--- config.mk ---
export PLATFORM = sky130hd
export DESIGN_NAME = bus_arbiter_flat
export DESIGN_NICKNAME = d
export VERILOG_FILES = /design/src/rtl/bus_arbiter_if.sv /design/src/rtl/bus_arbiter.sv /design/src/flat_wrapper.sv
export SDC_FILE = /design/constraint.sdc
export NUM_CORES = 1
export LEC_CHECK = 0
export CAP_MARGIN = 20
export CELL_PAD_IN_SITES_DETAIL_PLACEMENT = 1
export CELL_PAD_IN_SITES_GLOBAL_PLACEMENT = 2
export CORE_ASPECT_RATIO = 1.75
export CORE_MARGIN = 2
export CORE_UTILIZATION = 16
export DETAILED_ROUTE_END_ITERATION = 6
export PLACE_DENSITY_LB_ADDON = 0.1
export SYNTH_ARGS = -nofsm -noshare
export SYNTH_HDL_FRONTEND = slang
export SYNTH_SLANG_ARGS = --single-unit
--- constraint.sdc ---
create_clock -name clk -period 2.5 [get_ports clk]
set_input_delay 0.75 -clock clk [delete_from_list [all_inputs] [get_ports clk]]
set_output_delay 0.75 -clock clk [all_outputs]
set_load 0.01 [all_outputs]
--- src/rtl/bus_arbiter_if.sv ---
// Bus bundle between the 65C02 core, the debug/loader port and the shared RIOT/ROM bus.
// The arbiter takes the slave view; whoever drives the core, debug and memory sides takes the master view.
interface bus_arbiter_if;
    logic [15:0] cpu_ab;
    logic [7:0]  cpu_do;
    logic        cpu_we;
    logic [7:0]  cpu_di;
    logic        cpu_rdy;

    logic        dbg_req;
    logic        dbg_we;
    logic [15:0] dbg_addr;
    logic [7:0]  dbg_wdata;
    logic        dbg_halt;
    logic        dbg_ack;
    logic [7:0]  dbg_rdata;

    logic [15:0] mem_addr;
    logic [7:0]  mem_wdata;
    logic        mem_we;
    logic        rom_cs;
    logic        riot_ram_cs;
    logic        riot_io_cs;
    logic [7:0]  rom_rdata;
    logic [7:0]  riot_rdata;

    modport slave (
        input  cpu_ab, cpu_do, cpu_we,
        input  dbg_req, dbg_we, dbg_addr, dbg_wdata, dbg_halt,
        input  rom_rdata, riot_rdata,
        output cpu_di, cpu_rdy, dbg_ack, dbg_rdata,
        output mem_addr, mem_wdata, mem_we, rom_cs, riot_ram_cs, riot_io_cs
    );

    modport master (
        output cpu_ab, cpu_do, cpu_we,
        output dbg_req, dbg_we, dbg_addr, dbg_wdata, dbg_halt,
        output rom_rdata, riot_rdata,
        input  cpu_di, cpu_rdy, dbg_ack, dbg_rdata,
        input  mem_addr, mem_wdata, mem_we, rom_cs, riot_ram_cs, riot_io_cs
    );
endinterface

--- src/rtl/bus_arbiter.sv ---
// Shares the RIOT/ROM bus between the 65C02 core and the debug/loader port.
// The core is stalled through RDY whenever the debug side owns the bus or holds a halt.
module bus_arbiter #(
    parameter logic [3:0]  ROM_BASE = 4'hF,
    parameter logic [8:0]  RAM_BASE = 9'h001,
    parameter logic [10:0] IO_BASE  = 11'h014
) (
    input  logic          clk,
    input  logic          reset_n,
    bus_arbiter_if.slave  bus
);

    typedef enum logic [1:0] {
        ST_CPU  = 2'd0,
        ST_DBG  = 2'd1,
        ST_ACK  = 2'd2,
        ST_HALT = 2'd3
    } state_e;

    typedef enum logic [1:0] {
        SEL_NONE  = 2'd0,
        SEL_ROM   = 2'd1,
        SEL_RIOT  = 2'd2,
        SEL_UNMAP = 2'd3
    } rsel_e;

    function automatic logic hit_rom(input logic [15:0] addr);
        hit_rom = (addr[15:12] == ROM_BASE);
    endfunction

    function automatic logic hit_ram(input logic [15:0] addr);
        hit_ram = (addr[15:7] == RAM_BASE);
    endfunction

    function automatic logic hit_io(input logic [15:0] addr);
        hit_io = (addr[15:5] == IO_BASE);
    endfunction

    state_e      state_q, state_d;
    rsel_e       rsel_q, rsel_d;
    logic        owner_cpu_q, owner_cpu_d;
    logic [7:0]  hold_q, hold_d;
    logic [7:0]  dbg_rdata_q, dbg_rdata_d;

    logic        bus_active_s;
    logic [15:0] src_addr_s;
    logic [7:0]  src_wdata_s;
    logic        src_we_s;
    logic        rom_cs_s;
    logic        ram_cs_s;
    logic        io_cs_s;
    logic [7:0]  rd_mux_s;

    // State register and read-return registers.
    always_ff @(posedge clk) begin
        if (!reset_n) begin
            state_q     <= ST_CPU;
            rsel_q      <= SEL_NONE;
            owner_cpu_q <= 1'b0;
            hold_q      <= 8'h00;
            dbg_rdata_q <= 8'h00;
        end else begin
            state_q     <= state_d;
            rsel_q      <= rsel_d;
            owner_cpu_q <= owner_cpu_d;
            hold_q      <= hold_d;
            dbg_rdata_q <= dbg_rdata_d;
        end
    end

    // Next-state logic; a pending request always beats a halt.
    always_comb begin
        state_d = state_q;
        case (state_q)
            ST_CPU: begin
                if (bus.dbg_req) begin
                    state_d = ST_DBG;
                end else if (bus.dbg_halt) begin
                    state_d = ST_HALT;
                end else begin
                    state_d = ST_CPU;
                end
            end
            ST_DBG: begin
                state_d = ST_ACK;
            end
            ST_ACK: begin
                if (bus.dbg_halt) begin
                    state_d = ST_HALT;
                end else begin
                    state_d = ST_CPU;
                end
            end
            ST_HALT: begin
                if (bus.dbg_req) begin
                    state_d = ST_DBG;
                end else if (!bus.dbg_halt) begin
                    state_d = ST_CPU;
                end else begin
                    state_d = ST_HALT;
                end
            end
            default: begin
                state_d = ST_CPU;
            end
        endcase
    end

    // Bus source select; idle states park the address on the CPU bus with no strobe.
    always_comb begin
        bus_active_s = 1'b0;
        src_addr_s   = bus.cpu_ab;
        src_wdata_s  = bus.cpu_do;
        src_we_s     = 1'b0;
        case (state_q)
            ST_CPU: begin
                bus_active_s = 1'b1;
                src_we_s     = bus.cpu_we;
            end
            ST_DBG: begin
                bus_active_s = 1'b1;
                src_addr_s   = bus.dbg_addr;
                src_wdata_s  = bus.dbg_wdata;
                src_we_s     = bus.dbg_we;
            end
            default: begin
                bus_active_s = 1'b0;
            end
        endcase
    end

    // Chip-select decode; priority order keeps the selects one-hot even with overlapping bases.
    always_comb begin
        rom_cs_s = 1'b0;
        ram_cs_s = 1'b0;
        io_cs_s  = 1'b0;
        if (bus_active_s && reset_n) begin
            rom_cs_s = hit_rom(src_addr_s);
            ram_cs_s = hit_ram(src_addr_s) && !hit_rom(src_addr_s);
            io_cs_s  = hit_io(src_addr_s) && !hit_rom(src_addr_s) && !hit_ram(src_addr_s);
        end else begin
            rom_cs_s = 1'b0;
        end
    end

    // Remember where this cycle's read data will come from and who asked for it.
    always_comb begin
        rsel_d      = SEL_NONE;
        owner_cpu_d = (state_q == ST_CPU);
        if (bus_active_s) begin
            if (hit_rom(src_addr_s)) begin
                rsel_d = SEL_ROM;
            end else if (hit_ram(src_addr_s) || hit_io(src_addr_s)) begin
                rsel_d = SEL_RIOT;
            end else begin
                rsel_d = SEL_UNMAP;
            end
        end else begin
            rsel_d = SEL_NONE;
        end
    end

    // Read-data return mux for the access issued last cycle.
    always_comb begin
        rd_mux_s = 8'hFF;
        case (rsel_q)
            SEL_ROM:   rd_mux_s = bus.rom_rdata;
            SEL_RIOT:  rd_mux_s = bus.riot_rdata;
            SEL_UNMAP: rd_mux_s = 8'hFF;
            default:   rd_mux_s = 8'hFF;
        endcase
    end

    // Hold registers keep CPU and debug data stable between their own accesses.
    always_comb begin
        hold_d      = hold_q;
        dbg_rdata_d = dbg_rdata_q;
        if (owner_cpu_q && (rsel_q != SEL_NONE)) begin
            hold_d = rd_mux_s;
        end else begin
            hold_d = hold_q;
        end
        if (state_q == ST_ACK) begin
            dbg_rdata_d = rd_mux_s;
        end else begin
            dbg_rdata_d = dbg_rdata_q;
        end
    end

    assign bus.mem_addr    = src_addr_s;
    assign bus.mem_wdata   = src_wdata_s;
    assign bus.mem_we      = src_we_s && bus_active_s && reset_n && !hit_rom(src_addr_s);
    assign bus.rom_cs      = rom_cs_s;
    assign bus.riot_ram_cs = ram_cs_s;
    assign bus.riot_io_cs  = io_cs_s;

    assign bus.cpu_rdy   = (state_q == ST_CPU);
    assign bus.cpu_di    = (owner_cpu_q && (rsel_q != SEL_NONE)) ? rd_mux_s : hold_q;
    assign bus.dbg_ack   = (state_q == ST_ACK);
    assign bus.dbg_rdata = (state_q == ST_ACK) ? rd_mux_s : dbg_rdata_q;

endmodule

--- src/flat_wrapper.sv ---
// flat-port wrapper written by rule: the top's interface ports become plain ports
module bus_arbiter_flat 
#(
    parameter logic [3:0]  ROM_BASE = 4'hF,
    parameter logic [8:0]  RAM_BASE = 9'h001,
    parameter logic [10:0] IO_BASE  = 11'h014
)
  (clk, reset_n, bus_cpu_ab, bus_cpu_do, bus_cpu_we, bus_dbg_req, bus_dbg_we, bus_dbg_addr, bus_dbg_wdata, bus_dbg_halt, bus_rom_rdata, bus_riot_rdata, bus_cpu_di, bus_cpu_rdy, bus_dbg_ack, bus_dbg_rdata, bus_mem_addr, bus_mem_wdata, bus_mem_we, bus_rom_cs, bus_riot_ram_cs, bus_riot_io_cs);
  bus_arbiter_if bus_i ();
  input  logic clk;
  input  logic reset_n;
  input wire logic [$bits(bus_i.cpu_ab)-1:0] bus_cpu_ab;
  input wire logic [$bits(bus_i.cpu_do)-1:0] bus_cpu_do;
  input wire logic [$bits(bus_i.cpu_we)-1:0] bus_cpu_we;
  input wire logic [$bits(bus_i.dbg_req)-1:0] bus_dbg_req;
  input wire logic [$bits(bus_i.dbg_we)-1:0] bus_dbg_we;
  input wire logic [$bits(bus_i.dbg_addr)-1:0] bus_dbg_addr;
  input wire logic [$bits(bus_i.dbg_wdata)-1:0] bus_dbg_wdata;
  input wire logic [$bits(bus_i.dbg_halt)-1:0] bus_dbg_halt;
  input wire logic [$bits(bus_i.rom_rdata)-1:0] bus_rom_rdata;
  input wire logic [$bits(bus_i.riot_rdata)-1:0] bus_riot_rdata;
  output wire logic [$bits(bus_i.cpu_di)-1:0] bus_cpu_di;
  output wire logic [$bits(bus_i.cpu_rdy)-1:0] bus_cpu_rdy;
  output wire logic [$bits(bus_i.dbg_ack)-1:0] bus_dbg_ack;
  output wire logic [$bits(bus_i.dbg_rdata)-1:0] bus_dbg_rdata;
  output wire logic [$bits(bus_i.mem_addr)-1:0] bus_mem_addr;
  output wire logic [$bits(bus_i.mem_wdata)-1:0] bus_mem_wdata;
  output wire logic [$bits(bus_i.mem_we)-1:0] bus_mem_we;
  output wire logic [$bits(bus_i.rom_cs)-1:0] bus_rom_cs;
  output wire logic [$bits(bus_i.riot_ram_cs)-1:0] bus_riot_ram_cs;
  output wire logic [$bits(bus_i.riot_io_cs)-1:0] bus_riot_io_cs;
  assign bus_i.cpu_ab = bus_cpu_ab;
  assign bus_i.cpu_do = bus_cpu_do;
  assign bus_i.cpu_we = bus_cpu_we;
  assign bus_i.dbg_req = bus_dbg_req;
  assign bus_i.dbg_we = bus_dbg_we;
  assign bus_i.dbg_addr = bus_dbg_addr;
  assign bus_i.dbg_wdata = bus_dbg_wdata;
  assign bus_i.dbg_halt = bus_dbg_halt;
  assign bus_i.rom_rdata = bus_rom_rdata;
  assign bus_i.riot_rdata = bus_riot_rdata;
  assign bus_cpu_di = bus_i.cpu_di;
  assign bus_cpu_rdy = bus_i.cpu_rdy;
  assign bus_dbg_ack = bus_i.dbg_ack;
  assign bus_dbg_rdata = bus_i.dbg_rdata;
  assign bus_mem_addr = bus_i.mem_addr;
  assign bus_mem_wdata = bus_i.mem_wdata;
  assign bus_mem_we = bus_i.mem_we;
  assign bus_rom_cs = bus_i.rom_cs;
  assign bus_riot_ram_cs = bus_i.riot_ram_cs;
  assign bus_riot_io_cs = bus_i.riot_io_cs;
  bus_arbiter #(.ROM_BASE(ROM_BASE), .RAM_BASE(RAM_BASE), .IO_BASE(IO_BASE)) u_core (.clk(clk), .reset_n(reset_n), .bus(bus_i));
endmodule
==> metrics.yaml <==
hold_path:
  hold_class: "reg -> reg"
  worstHoldStart: "u_core.hold_q[6]$_SDFF_PN0_"
  hold_path_depth: 3
timing:
  relSlewSlack_pct: 76.49
  fin_ws_ns: -0.2070
  fin_crit_ns: 2.707
  worst_slew_pin_slew_ns: 0.3526
  setup_viol: 21
  fmax_mhz: 369.4
  fin_crit_sh_pct: 108.3
  hold_viol: 0
  skew_ns: 0.001901
  finalSetupTns_ns: -2.133
  drv_slew: 0
  rsz0062_at_grt: "true"
die:
  die_w_um: 73.82
  start_util_pct: 16.42
  ioPinCount: 116
  core-area_mm2: 0.008313
  die-area_mm2: 0.009315
  fp.dieH_um: 126.2
  rows: 44
final_layout:
  multi_input_area_mm2: 0.001160
  area_growth_pct: 144.5
  fill_cells: 959
  drive_gt1_share_pct: 50.31
  final-seq-area_um2: 425.4
  final_nets: 399
  n_antenna_cell: 0
cts:
  htree_num_levels: 1
  cts_root_buf: "clkbuf_16"
  cts-buffers-inserted: 3
  clk_latency_ns: 0.25
  clk_pin_slew_worst_paths_ns: 0.06
  cts_tree: "built"
  cts_sinks: 21
  max-clock-path-buffers: 2
synthesis:
  synth_top_area_share_pct: 30.80
  syn-num-nets: 230
  avgSynthCellArea_um2: 8.864
  synthArstFlopShare_pct: 0
  synth_edf_count: 0
  ys_types: 33
  yosys_register_bits: 21
  yosysMostFrequentCell: "mux2_2"
  synth_top_flop_cell: "dfxtp_1"
  synthTopCellsByCount: "24 x mux2_2, 21 x dfxtp_1, 17 x and2_1"
  ys_top_cells_by_area: "dfxtp_1 31%, mux2_2 20%, and2_1 7.8%"
  synth_warnings: 0
  synthCells: 154
  synth_area_mm2: 0.001365
  ys_seq_area_share_pct: 30.80
  yosysTopAreaCell: "dfxtp_1"
drt:
  ant_nets: 0
  vias: 1816
  routedWlPerCell_um: 15.08
  routed_wl_um: 6590
  avgViaCountPerCell: 4.156
  drtPass1Iterations: 3
  post-route-drc-count: 0
  drtIter0Drc: 49
global_routing:
  grt_start_max_net_pins: 21
  antenna_found_initial: 0
  track_usage_pct: 13.67
  grt_pass1_wl_um: 9853
  grt_overflow: 0
  grt_pass1_vias: 2037
critical_path:
  end_kind: "primary output"
  timing.critical_path.fanout_max: 2
  cp-startpoint: "bus_cpu_ab[6]"
  worstRegToRegCells: 14
  crit_arrival_ns: 1.96
  r2r-start: "u_core.rsel_q[0]$_SDFF_PN0_"
  cp_data_required_time_ns: 1.75
  criticalPathCategory: "in -> out"
  start_kind: "primary input"
pwr:
  internal-power_mw: 1.397
  switching_share_pct: 34.93
  total_power_mw: 2.147
  combPwrFrac_pct: 64.9
  p_leak_nw: 1.452
  power_switching_mw: 0.7498
  pwr_density_cell_mw_per_mm2: 643.0
  peakVddDrop_v: 0.0002424
  clkPwrFrac_pct: 15.8
  seqPwrFrac_pct: 19.2
status:
  status: "finished with violations"
  violations: "negative setup slack"
place:
  routabilityCongestion: 0.7944
  port_buffers: 115
  dpl.hpwl_um: 5073
job:
  max_cap_viol_count: 0
## cells by family (layout without fill, tap and decap cells)
group | after synthesis | in the layout | share of synthesized area, %
compound gates | 36 | 36 | 17.97
fa+ha+maj | 6 | 6 | 5.499
buf+inv | 17 | 185 | 5.683
flops | 21 | 21 | 30.80
mux | 24 | 24 | 19.80
simple gates | 50 | 50 | 20.26
## power by group through the flow
stage               clock [mW]  sequential (mW)  combinational (mW)
floorplan                    0            0.411               0.437
global placement             0            0.413                1.01
detailed placement           0            0.416                1.01
CTS                      0.355            0.413                1.27
global route             0.363            0.418                1.51
finish                   0.340            0.413                1.39
## critical path, cell delays in order
cell and delay, ns:
clkdlybuf4s50_1 0.42, or3b_1 0.36, a21o_1 0.20, nor2_1 0.10, buf_2 0.13
## through the flow
step           hold WS [ns]  cell area (um^2)  std cells  setup WS [ns]  util (%)
2_1_floorplan        0.6275              1365        154        0.01708         -
3_3_place_gp         0.5612              2808        400        -0.9225     33.77
3_5_place_dp         0.5717              2808        400        -0.9317     33.77
4_1_cts              0.5555              3207        433        -0.2702     38.58
5_1_grt              0.5953              3338        437        -0.2829     40.16
6_report             0.5528              3338        437        -0.2070     40.16
## placed cells by master, fill, tap and decap left out, types with 9 or more instances in the layout
| cell type | netlist | layout |
|---|---|---|
| nand2_1 | 9 | 9 |
| buf_4 | 0 | 46 |
| dfxtp_1 | 21 | 17 |
| clkdlybuf4s50_1 | 0 | 50 |
| buf_6 | 1 | 14 |
| dlygate4sd2_1 | 0 | 27 |
| nor2_1 | 11 | 11 |
| buf_2 | 4 | 23 |
| and2_1 | 17 | 16 |
| mux2_2 | 24 | 21 |
## registers in the layout, summed over array words and instances, names as in the netlist
| signal | flops |
|---|---|
| u_core.hold_q | 8 |
| u_core.owner_cpu_q | 1 |
| u_core.rsel_q | 2 |
| u_core.dbg_rdata_q | 8 |
| u_core.state_q | 2 |
## area by class of cell
type                    count  share of cell area, %
clock inverters             1                 0.1499
flip-flops and latches     21                  12.74
clock buffers               3                  2.249
inverters                   6                 0.7871
repair buffers            175                  45.01
well taps                 115                  4.310
multi-input cells         116                  34.75
## per-layer routing
metal | vias up | part of all wire [%] | global-route usage (%)
li1 | 887 | - | -
met1 | 840 | 33 | 12.99
met2 | 84 | 58 | 27.00
met3 | 5 | 8.3 | 3.920
met4 | 0 | 0.86 | 3.529
met5 | - | 0 | 0
## worst paths after layout
| path | to | slack [ns] |
|---|---|---|
| setup / recovery | bus_riot_io_cs | -0.21 |
| hold reg to reg | u_core.hold_q[6]$_SDFF_PN0_ | 0.55 |
| hold / removal | u_core.hold_q[6]$_SDFF_PN0_ | 0.55 |
| setup reg to reg | u_core.dbg_rdata_q[1]$_SDFF_PN0_ | 0.04 |
## timing repair
action                                  CTS  global route
endpoints found under the setup margin   45            40
gates cloned                              0             0
buffers inserted                         29             7
pin swaps                                32            13
hold buffers                              0             0
resized for setup                       198            35
(Power assumes the default switching activity.)
